==> config.mk <==
export PLATFORM = sky130hd
export DESIGN_NAME = txn_timeout_ctrl_flat
export DESIGN_NICKNAME = d
export VERILOG_FILES = /design/src/rtl/txn_timeout_ctrl_if.sv /design/src/rtl/txn_timeout_ctrl.sv /design/src/flat_wrapper.sv
export SDC_FILE = /design/constraint.sdc
export NUM_CORES = 1
export LEC_CHECK = 0
export ABC_CLOCK_PERIOD_IN_PS = 4350
export CAP_MARGIN = 20
export CORE_UTILIZATION = 45
export CTS_BUF_LIST = sky130_fd_sc_hd__clkbuf_4 sky130_fd_sc_hd__clkbuf_8 sky130_fd_sc_hd__clkbuf_16
export DETAILED_ROUTE_END_ITERATION = 12
export GPL_ROUTABILITY_DRIVEN = 0
export PLACE_DENSITY = 0.71
export SYNTH_ARGS = -nofsm -noshare
export SYNTH_HDL_FRONTEND = slang
export SYNTH_SLANG_ARGS = --single-unit
==> constraint.sdc <==
create_clock -name i_clk -period 4.35 [get_ports i_clk]
set_input_delay 0.87 -clock i_clk [delete_from_list [all_inputs] [get_ports i_clk]]
set_output_delay 0.87 -clock i_clk [all_outputs]
set_load 0.01 [all_outputs]
==> src/rtl/txn_timeout_ctrl_if.sv <==
// Bundle between requesters/downstream target and txn_timeout_ctrl.
// Ports: i_req, i_txn_done in; o_gnt, o_txn_start, o_txn_id, o_done,
// o_err, o_retry_cnt (and o_txn_abort with TXN_TIMEOUT_CTRL_ABORT_EN) out.
interface txn_timeout_ctrl_if #(
    parameter int N_REQ     = 4,
    parameter int MAX_RETRY = 2
);
    localparam int ID_W = (N_REQ > 1) ? $clog2(N_REQ) : 1;
    localparam int RC_W = (MAX_RETRY > 0) ? $clog2(MAX_RETRY + 1) : 1;

    logic [N_REQ-1:0] i_req;
    logic [N_REQ-1:0] o_gnt;
    logic             o_txn_start;
    logic [ID_W-1:0]  o_txn_id;
    logic             i_txn_done;
    logic [N_REQ-1:0] o_done;
    logic [N_REQ-1:0] o_err;
    logic [RC_W-1:0]  o_retry_cnt;
`ifdef TXN_TIMEOUT_CTRL_ABORT_EN
    logic             o_txn_abort;
`endif

    modport master (
`ifdef TXN_TIMEOUT_CTRL_ABORT_EN
        input  o_txn_abort,
`endif
        output i_req,
        output i_txn_done,
        input  o_gnt,
        input  o_txn_start,
        input  o_txn_id,
        input  o_done,
        input  o_err,
        input  o_retry_cnt
    );

    modport slave (
`ifdef TXN_TIMEOUT_CTRL_ABORT_EN
        output o_txn_abort,
`endif
        input  i_req,
        input  i_txn_done,
        output o_gnt,
        output o_txn_start,
        output o_txn_id,
        output o_done,
        output o_err,
        output o_retry_cnt
    );
endinterface

==> src/rtl/txn_timeout_ctrl.sv <==
// Round-robin arbiter for one slow downstream channel with per-attempt
// timeout, bounded re-issue and error reporting to the owning requester.
// Ports: i_clk, i_rst_n (async, active-low), bus (txn_timeout_ctrl_if.slave).
// Option: define TXN_TIMEOUT_CTRL_ABORT_EN to add bus.o_txn_abort, a
// registered pulse in the cycle after each WAIT timeout.
module txn_timeout_ctrl #(
    parameter int N_REQ          = 4,
    parameter int TIMEOUT_CYCLES = 256,
    parameter int MAX_RETRY      = 2
) (
    input  logic              i_clk,
    input  logic              i_rst_n,
    txn_timeout_ctrl_if.slave bus
);
    localparam int CNT_W = (TIMEOUT_CYCLES > 2) ? $clog2(TIMEOUT_CYCLES) : 1;
    localparam int ID_W  = (N_REQ > 1) ? $clog2(N_REQ) : 1;
    localparam int RC_W  = (MAX_RETRY > 0) ? $clog2(MAX_RETRY + 1) : 1;

    typedef enum logic [2:0] {
        IDLE,
        ISSUE,
        WAIT,
        COMPLETE,
        FAIL
    } state_t;

    state_t           state_q, state_d;
    logic [N_REQ-1:0] gnt_q, gnt_d;
    logic [N_REQ-1:0] done_q, done_d;
    logic [N_REQ-1:0] err_q, err_d;
    logic             start_q, start_d;
    logic [ID_W-1:0]  id_q, id_d;
    logic [ID_W-1:0]  ptr_q, ptr_d;
    logic [RC_W-1:0]  rc_q, rc_d;
    logic [CNT_W-1:0] tmr_q, tmr_d;
    logic [ID_W-1:0]  win;
    logic [ID_W-1:0]  idx;
    logic             found;
    logic             tmo;
`ifdef TXN_TIMEOUT_CTRL_ABORT_EN
    logic             abort_q, abort_d;
`endif

    // First requester strictly after the last grant, wrapping.
    always_comb begin
        win   = '0;
        idx   = '0;
        found = 1'b0;
        for (int k = 1; k <= N_REQ; k++) begin
            idx = ID_W'((int'(ptr_q) + k) % N_REQ);
            if (!found && bus.i_req[idx]) begin
                win   = idx;
                found = 1'b1;
            end
        end
    end

    assign tmo = (tmr_q == CNT_W'(TIMEOUT_CYCLES - 1));

    // Pulse outputs are computed one cycle early so that every output
    // comes straight from a flop.
    always_comb begin
        state_d = state_q;
        gnt_d   = gnt_q;
        id_d    = id_q;
        ptr_d   = ptr_q;
        rc_d    = rc_q;
        tmr_d   = tmr_q;
        start_d = 1'b0;
        done_d  = '0;
        err_d   = '0;
`ifdef TXN_TIMEOUT_CTRL_ABORT_EN
        abort_d = 1'b0;
`endif
        unique case (state_q)
            IDLE: begin
                if (found) begin
                    state_d = ISSUE;
                    gnt_d   = N_REQ'(1) << win;
                    id_d    = win;
                    rc_d    = '0;
                    start_d = 1'b1;
                end
            end
            ISSUE: begin
                tmr_d   = '0;
                state_d = WAIT;
            end
            WAIT: begin
                // Saturate so the timer can never wrap.
                tmr_d = tmo ? tmr_q : tmr_q + 1'b1;
                if (bus.i_txn_done) begin
                    state_d = COMPLETE;
                    done_d  = gnt_q;
                end else if (tmo) begin
`ifdef TXN_TIMEOUT_CTRL_ABORT_EN
                    abort_d = 1'b1;
`endif
                    if (int'(rc_q) < MAX_RETRY) begin
                        rc_d    = rc_q + 1'b1;
                        state_d = ISSUE;
                        start_d = 1'b1;
                    end else begin
                        state_d = FAIL;
                        err_d   = gnt_q;
                    end
                end
            end
            COMPLETE, FAIL: begin
                gnt_d   = '0;
                ptr_d   = id_q;
                state_d = IDLE;
            end
            default: state_d = IDLE;
        endcase
    end

    always_ff @(posedge i_clk or negedge i_rst_n) begin
        if (!i_rst_n) begin
            state_q <= IDLE;
            gnt_q   <= '0;
            id_q    <= '0;
            ptr_q   <= ID_W'(N_REQ - 1);
            rc_q    <= '0;
            tmr_q   <= '0;
            start_q <= 1'b0;
            done_q  <= '0;
            err_q   <= '0;
`ifdef TXN_TIMEOUT_CTRL_ABORT_EN
            abort_q <= 1'b0;
`endif
        end else begin
            state_q <= state_d;
            gnt_q   <= gnt_d;
            id_q    <= id_d;
            ptr_q   <= ptr_d;
            rc_q    <= rc_d;
            tmr_q   <= tmr_d;
            start_q <= start_d;
            done_q  <= done_d;
            err_q   <= err_d;
`ifdef TXN_TIMEOUT_CTRL_ABORT_EN
            abort_q <= abort_d;
`endif
        end
    end

    assign bus.o_gnt       = gnt_q;
    assign bus.o_txn_start = start_q;
    assign bus.o_txn_id    = id_q;
    assign bus.o_done      = done_q;
    assign bus.o_err       = err_q;
    assign bus.o_retry_cnt = rc_q;
`ifdef TXN_TIMEOUT_CTRL_ABORT_EN
    assign bus.o_txn_abort = abort_q;
`endif
endmodule

==> src/flat_wrapper.sv <==
// flat-port wrapper written by rule: the top's interface ports become plain ports
module txn_timeout_ctrl_flat 
#(
    parameter int N_REQ          = 4,
    parameter int TIMEOUT_CYCLES = 256,
    parameter int MAX_RETRY      = 2
)
  (i_clk, i_rst_n, bus_i_req, bus_i_txn_done, bus_o_gnt, bus_o_txn_start, bus_o_txn_id, bus_o_done, bus_o_err, bus_o_retry_cnt);
  txn_timeout_ctrl_if #(.N_REQ(N_REQ), .MAX_RETRY(MAX_RETRY)) bus_i ();
  input  logic i_clk;
  input  logic i_rst_n;
  input wire logic [$bits(bus_i.i_req)-1:0] bus_i_req;
  input wire logic [$bits(bus_i.i_txn_done)-1:0] bus_i_txn_done;
  output wire logic [$bits(bus_i.o_gnt)-1:0] bus_o_gnt;
  output wire logic [$bits(bus_i.o_txn_start)-1:0] bus_o_txn_start;
  output wire logic [$bits(bus_i.o_txn_id)-1:0] bus_o_txn_id;
  output wire logic [$bits(bus_i.o_done)-1:0] bus_o_done;
  output wire logic [$bits(bus_i.o_err)-1:0] bus_o_err;
  output wire logic [$bits(bus_i.o_retry_cnt)-1:0] bus_o_retry_cnt;
  assign bus_i.i_req = bus_i_req;
  assign bus_i.i_txn_done = bus_i_txn_done;
  assign bus_o_gnt = bus_i.o_gnt;
  assign bus_o_txn_start = bus_i.o_txn_start;
  assign bus_o_txn_id = bus_i.o_txn_id;
  assign bus_o_done = bus_i.o_done;
  assign bus_o_err = bus_i.o_err;
  assign bus_o_retry_cnt = bus_i.o_retry_cnt;
  txn_timeout_ctrl #(.N_REQ(N_REQ), .TIMEOUT_CYCLES(TIMEOUT_CYCLES), .MAX_RETRY(MAX_RETRY)) u_core (.i_clk(i_clk), .i_rst_n(i_rst_n), .bus(bus_i));
endmodule
==> flow_summary.ini, run 1 <==
[status]
outcome = complete, no violations

[floorplan]
die_w_um = 58.18
io_pins = 24
dieArea_um2 = 3384
start_util_pct = 46.90
row_count = 20
die_y_um = 58.18
core_area_um2 = 3028

[clocking]
holdBufCountCts = 0
clock_latency_ns = 0.32
post_cts_buffers = 0
cts-resized-gates = 0
cts_sinks = 30
cts_buffer_depth = 2
cts-buffers-inserted = 5
htreeDepth = 2
clock_tree.root_cell = clkbuf_4
cts_tree = built
clk_pin_slew_ns = 0.09

[placement]
place_ws_ns = 1.758
dpl.hpwl_um = 2067
numPortBuffers = 23

[logic_synthesis]
syn_inst = 127
synthSimpleGateAreaFrac_pct = 28.19
synth.yosys.warnings = 0
synth_enable_flop_cells = 0
syn-cell-area_um2 = 1420
synth_mux_area_share_pct = 3.700
syn_avg_cell_area_um2 = 11.18
synth-main-ff-cell = dfrtp_1
ys_seq_area_share_pct = 53.04
syn_nets = 135
ys_seq_elements = 30
async_flop_share_pct = 100.0
synth_xor_area_share_pct = 0
synth_compound_area_share_pct = 12.78
synth_fa_ha_area_share_pct = 0.8811
ys_types = 46
synth_top_family_by_area = simple AND/OR/NAND/NOR gates

[sta]
finalHoldViolCount = 0
setup_viol = 0
fmax_mhz = 438.7
final.period_utilization_pct = 52.40
rsz0062_at_grt = false
period_needed_ns = 2.280
slew_headroom_pct = 63.61
hold_ws_ns = 0.5218
tightest_slew_ns = 0.5417
setup_tns_ns = 0
drv_slew = 0
fin_ws_ns = 2.070
clock_skew_ns = 0.01263

[critical_path]
worstSetupEndpointType = output port
slowest_stage = clkdlybuf4s50_1
critPathArrivalTime_ns = 1.41
required_ns = 3.48
r2r_cells = 4
crit_cells = 1
worst-setup-path-type = register to output port
critPathLaunchType = register
path_max_fanout = 9
regToRegSetupSlack_ns = 2.55
crit_family = buffers and inverters
crit_buf_inv = 1
cp_cell_sequence = clkdlybuf4s50_1
critPathMaxStageDelay_ns = 0.60

[min_path]
min_path_cells = 1
hp-class = register to register

[final_layout]
diodes = 0
utilization_pct = 58.97
syn_to_final_growth_pct = 25.73
layout-drive-gt1-share_pct = 13.38
fin_nets = 164
fill_cells = 247

[detailed_routing]
drc_errors = 0
detail_route.first_pass.iterations = 4
antenna_left = 0
via_count = 1113
vias_per_cell = 5.537
drt-initial-drc-count = 52
wire_per_inst_um = 14.70
routed_wl_um = 2955

[grt]
grt_first_pass_wirelength_um = 4919
gr-usage-all-layers_pct = 19.51
overflow = 0
grt_pass1_vias = 1097
grt_max_degree = 31
antenna_found_initial = 0

[power_and_ir_drop]
ir_drop_uv = 357.2
finalPower_uw = 985.2
power.density_nw_per_um2 = 551.8
leakage_uw = 0.0008343

[run]
drv_cap = 0
[cells in the final DEF (no fill, tap or decap), types with 2 or more instances in the layout]
| cell | n |
|---|---|
| dfrtp_1 | 28 |
| clkdlybuf4s50_1 | 23 |
| nand2_1 | 13 |
| and3_1 | 11 |
| clkbuf_4 | 6 |
| nor2_1 | 5 |
| a21oi_1 | 5 |
| a22o_1 | 5 |
| nor3_1 | 4 |
| o21ai_0 | 4 |
| and2_1 | 3 |
| mux2i_1 | 3 |
| nor2b_1 | 3 |
| nand4_1 | 2 |
| nand2b_1 | 2 |
| or4_1 | 2 |
| nand3b_1 | 2 |
| nand3_1 | 2 |
| a21o_1 | 2 |
| mux2_2 | 2 |
| dfstp_2 | 2 |
[power by group]
| part | leakage [µW] | total [µW] | internal (µW) | switching [µW] |
|---|---|---|---|---|
| sequential | 0.000399 | 417 | 345 | 72.1 |
| combinational | 0.000387 | 330 | 173 | 157 |
| clock | 0.0000489 | 238 | 143 | 94.2 |
[synth_stat cells (2+ instances only)]
| master | instances | area (µm²) |
|---|---|---|
| dfrtp_1 | 28 | 700.7 |
| nand2_1 | 13 | 48.80 |
| and3_1 | 11 | 68.82 |
| a21oi_1 | 5 | 25.02 |
| a22o_1 | 5 | 43.79 |
| nor2_1 | 5 | 18.77 |
| nor3_1 | 4 | 20.02 |
| o21ai_0 | 4 | 20.02 |
| and2_1 | 3 | 18.77 |
| mux2i_1 | 3 | 30.03 |
| nor2b_1 | 3 | 18.77 |
| a21o_1 | 2 | 15.01 |
| dfstp_2 | 2 | 52.55 |
| mux2_2 | 2 | 22.52 |
| nand2b_1 | 2 | 12.51 |
| nand3_1 | 2 | 10.01 |
| nand3b_1 | 2 | 15.01 |
| nand4_1 | 2 | 12.51 |
| or4_1 | 2 | 15.01 |
[through the flow]
stage / cell area [µm²] / instances
after floorplan: 1420 / 127
after global placement: 1697 / 193
after detailed placement: 1697 / 193
after CTS: 1785 / 201
after global routing: 1785 / 201
final: 1785 / 201
[sequential cells by signal, summed over array words and instances (netlist names)]
name and count:
u_core.bus.o_retry_cnt 2, u_core.state_q 3, u_core.bus.o_gnt 4, u_core.bus.o_txn_start 1
u_core.ptr_q 2, u_core.tmr_q 8, u_core.bus.o_done 4, u_core.bus.o_txn_id 2
u_core.bus.o_err 4
[metal layers]
metal / vias to the layer above / GRT usage [%] / wire length [µm]
met3: 7 / 4.241 / 103
met5: - / 0 / 0
li1: 531 / - / -
met1: 551 / 24.68 / 1369
met2: 24 / 31.69 / 1435
met4: 0 / 9.524 / 46
[path summary, 6_finish.rpt]
path | start | endpoint
min in group asynchronous | i_rst_n | u_core.tmr_q[4]
setup / recovery | u_core.bus.o_retry_cnt[1] | bus_o_retry_cnt[1]
max in group asynchronous | i_rst_n | u_core.ptr_q[0]
setup reg to reg | u_core.state_q[1] | u_core.bus.o_retry_cnt[0]
hold reg to reg | u_core.bus.o_txn_id[1] | u_core.bus.o_txn_id[1]
hold / removal | u_core.bus.o_txn_id[1] | u_core.bus.o_txn_id[1]
[cells by family (layout without fill, tap and decap cells)]
group | count (synthesis) | in the layout
buf+inv | 3 | 33
simple gates | 63 | 63
compound gates | 25 | 25
flops | 30 | 30
mux | 5 | 5
fa+ha+maj | 1 | 1
[final cells by class]
type	count	area, µm²	area share, %
multi-input combinational	94	646.9	36.23
clock buffer	7	58.81	3.294
sequential	30	753.2	42.19
clock inverter	1	30.03	1.682
tap	44	55.05	3.083
inverter	1	3.754	0.2102
timing repair buffer	24	237.7	13.31
No activity file was read; power rests on OpenSTA's default activity.
==> run 2: changes to the inputs <==
--- a/config.mk
+++ b/config.mk
@@ -5,13 +5,13 @@
 export SDC_FILE = /design/constraint.sdc
 export NUM_CORES = 1
 export LEC_CHECK = 0
-export ABC_CLOCK_PERIOD_IN_PS = 4350
+export ABC_CLOCK_PERIOD_IN_PS = 1900
 export CAP_MARGIN = 20
 export CORE_UTILIZATION = 45
 export CTS_BUF_LIST = sky130_fd_sc_hd__clkbuf_4 sky130_fd_sc_hd__clkbuf_8 sky130_fd_sc_hd__clkbuf_16
 export DETAILED_ROUTE_END_ITERATION = 12
 export GPL_ROUTABILITY_DRIVEN = 0
-export PLACE_DENSITY = 0.71
+export PLACE_DENSITY = 0.74
 export SYNTH_ARGS = -nofsm -noshare
 export SYNTH_HDL_FRONTEND = slang
 export SYNTH_SLANG_ARGS = --single-unit
==> constraint.sdc (replaced) <==
create_clock -name i_clk -period 1.9 [get_ports i_clk]
set_input_delay 0.38 -clock i_clk [delete_from_list [all_inputs] [get_ports i_clk]]
set_output_delay 0.38 -clock i_clk [all_outputs]
set_load 0.01 [all_outputs]
==> run 2 against run 1 <==
Compared with the run above: clock skew is 0.0071 ns lower; global-route usage is 0.11 points lower; count of clock-buffer cells in the layout is 1 lower; combinational power is 150% higher; largest cell class unchanged; largest power group unchanged; highest routed layer unchanged.
==> flow_summary.ini, run 2 (same netlist as run 1, synthesis figures left out) <==
[clocking]
cts-buffers-inserted = 5
cts-resized-gates = 0
cts_tree = built
clock_latency_ns = 0.32
holdBufCountCts = 0
clk_pin_slew_ns = 0.10
post_cts_buffers = 0
clock_tree.root_cell = clkbuf_4
htreeDepth = 2
cts_buffer_depth = 2
cts_sinks = 30

[floorplan]
die_w_um = 58.18
core_area_um2 = 3028
die_y_um = 58.18
io_pins = 24
row_count = 20
dieArea_um2 = 3384
start_util_pct = 46.90

[critical_path]
critPathArrivalTime_ns = 2.04
worst-setup-path-type = register to register
worstSetupEndpointType = register
r2r_start = u_core.tmr_q[0]
regToRegSetupSlack_ns = 0.11
path_max_fanout = 5
r2r_end = u_core.tmr_q[5]
required_ns = 2.15
r2r_cells = 5
critPathLaunchType = register

[final_layout]
fin_nets = 172
syn_to_final_growth_pct = 31.54
layout-drive-gt1-share_pct = 17.58
fin_area_um2 = 1868
top_register = u_core.tmr_q
utilization_pct = 61.69
largest_register_ffs = 8
mostFrequentLayoutCells = dfrtp_1 (28), clkdlybuf4s50_1 (23), nand2_1 (13)
multi_input_area_um2 = 646.9
diodes = 0
seqCellArea_um2 = 753.2
final_common_cell = dfrtp_1
fill_cells = 255

[min_path]
hp-class = primary input to asynchronous set/reset pin

[grt]
antenna_found_initial = 0
grt_first_pass_wirelength_um = 4878
overflow = 0
gr-usage-all-layers_pct = 19.40
grt_pass1_vias = 1067
grt_max_degree = 31

[sta]
drv_slew = 0
fin_ws_ns = 0.1128
final.period_utilization_pct = 94.06
tightest_slew_ns = 0.3756
finalHoldViolCount = 0
rsz0062_at_grt = false
hold_ws_ns = 0.4346
period_needed_ns = 1.787
slew_headroom_pct = 74.96
fmax_mhz = 559.5
clock_skew_ns = 0.005500
setup_viol = 0

[power_and_ir_drop]
switching_share_pct = 31.30
comb_power_share_pct = 33.4
ir_drop_uv = 774.7
leakage_uw = 0.0008828
seq_power_share_pct = 39.2
p_switching_uw = 764.3
clkPwrFrac_pct = 27.3
power.density_nw_per_um2 = 1307
intPower_uw = 1678

[detailed_routing]
antenna_left = 0
wire_per_inst_um = 14.41
detail_route.first_pass.iterations = 4
via_count = 1142
vias_per_cell = 5.464
drc_errors = 0
drt-initial-drc-count = 73
routed_wl_um = 3012

[placement]
place_ws_ns = -0.1090
dpl.hpwl_um = 2216
dpl_cell_area_um2 = 1757
numPortBuffers = 23

[run]
drv_cap = 0

[status]
outcome = complete, no violations
## run 2: cell type report
cell class	instances	share of cell area (%)
Clock buffer	6	2.746
Clock inverter	2	3.215
Inverter	1	0.2009
Multi-Input combinational cell	94	34.63
Sequential cell	30	40.32
Tap cell	44	2.947
Timing Repair Buffer	32	15.94
## run 2: worst max-delay path by stage
stage,end,start
detailed placement,u_core.bus.o_gnt[1],bus_i_req[0]
global placement,u_core.bus.o_gnt[0],bus_i_req[0]
floorplan,u_core.tmr_q[5],u_core.tmr_q[0]
global route,u_core.tmr_q[5],u_core.tmr_q[0]
finish,u_core.tmr_q[5],u_core.tmr_q[0]
CTS,u_core.tmr_q[5],u_core.tmr_q[0]
## run 2: power by group through the flow
stage | Sequential [µW] | Combinational [µW] | Clock [µW]
floorplan | 936 | 513 | 0
global placement | 957 | 783 | 0
detailed placement | 969 | 814 | 0
CTS | 956 | 819 | 676
global route | 979 | 891 | 700
finish | 958 | 816 | 668
## run 2: critical path, cell delays in order, from the launching register on
cell     delay (ns)
dfrtp_1        0.43
ha_1           0.25
and3_1         0.20
and3_1         0.21
or4_1          0.47
a21oi_1        0.16
## run 2: metrics by stage
stage | setup TNS (ns) | cells | total power [µW]
detailed placement | -0.5870 | 201 | 1783
finish | 0 | 209 | 2442
CTS | 0 | 209 | 2451
floorplan | 0 | 127 | 1449
global route | 0 | 209 | 2569
global placement | -0.1910 | 201 | 1740
## run 2: layer usage
layer / track usage (%) / routed length, µm
met1: 23.83 / 1336
met2: 31.36 / 1518
met3: 6.250 / 124
met4: 8.163 / 33
met5: 0 / 0
==> run 3: changes to the inputs <==
--- a/config.mk
+++ b/config.mk
@@ -9,6 +9,7 @@
 export CAP_MARGIN = 20
 export CORE_UTILIZATION = 45
 export CTS_BUF_LIST = sky130_fd_sc_hd__clkbuf_4 sky130_fd_sc_hd__clkbuf_8 sky130_fd_sc_hd__clkbuf_16
+export CTS_CLUSTER_SIZE = 8
 export DETAILED_ROUTE_END_ITERATION = 12
 export GPL_ROUTABILITY_DRIVEN = 0
 export PLACE_DENSITY = 0.74
==> results of run 3 <==
No change in the layout: final DEF, timing and power equal those of run 2.
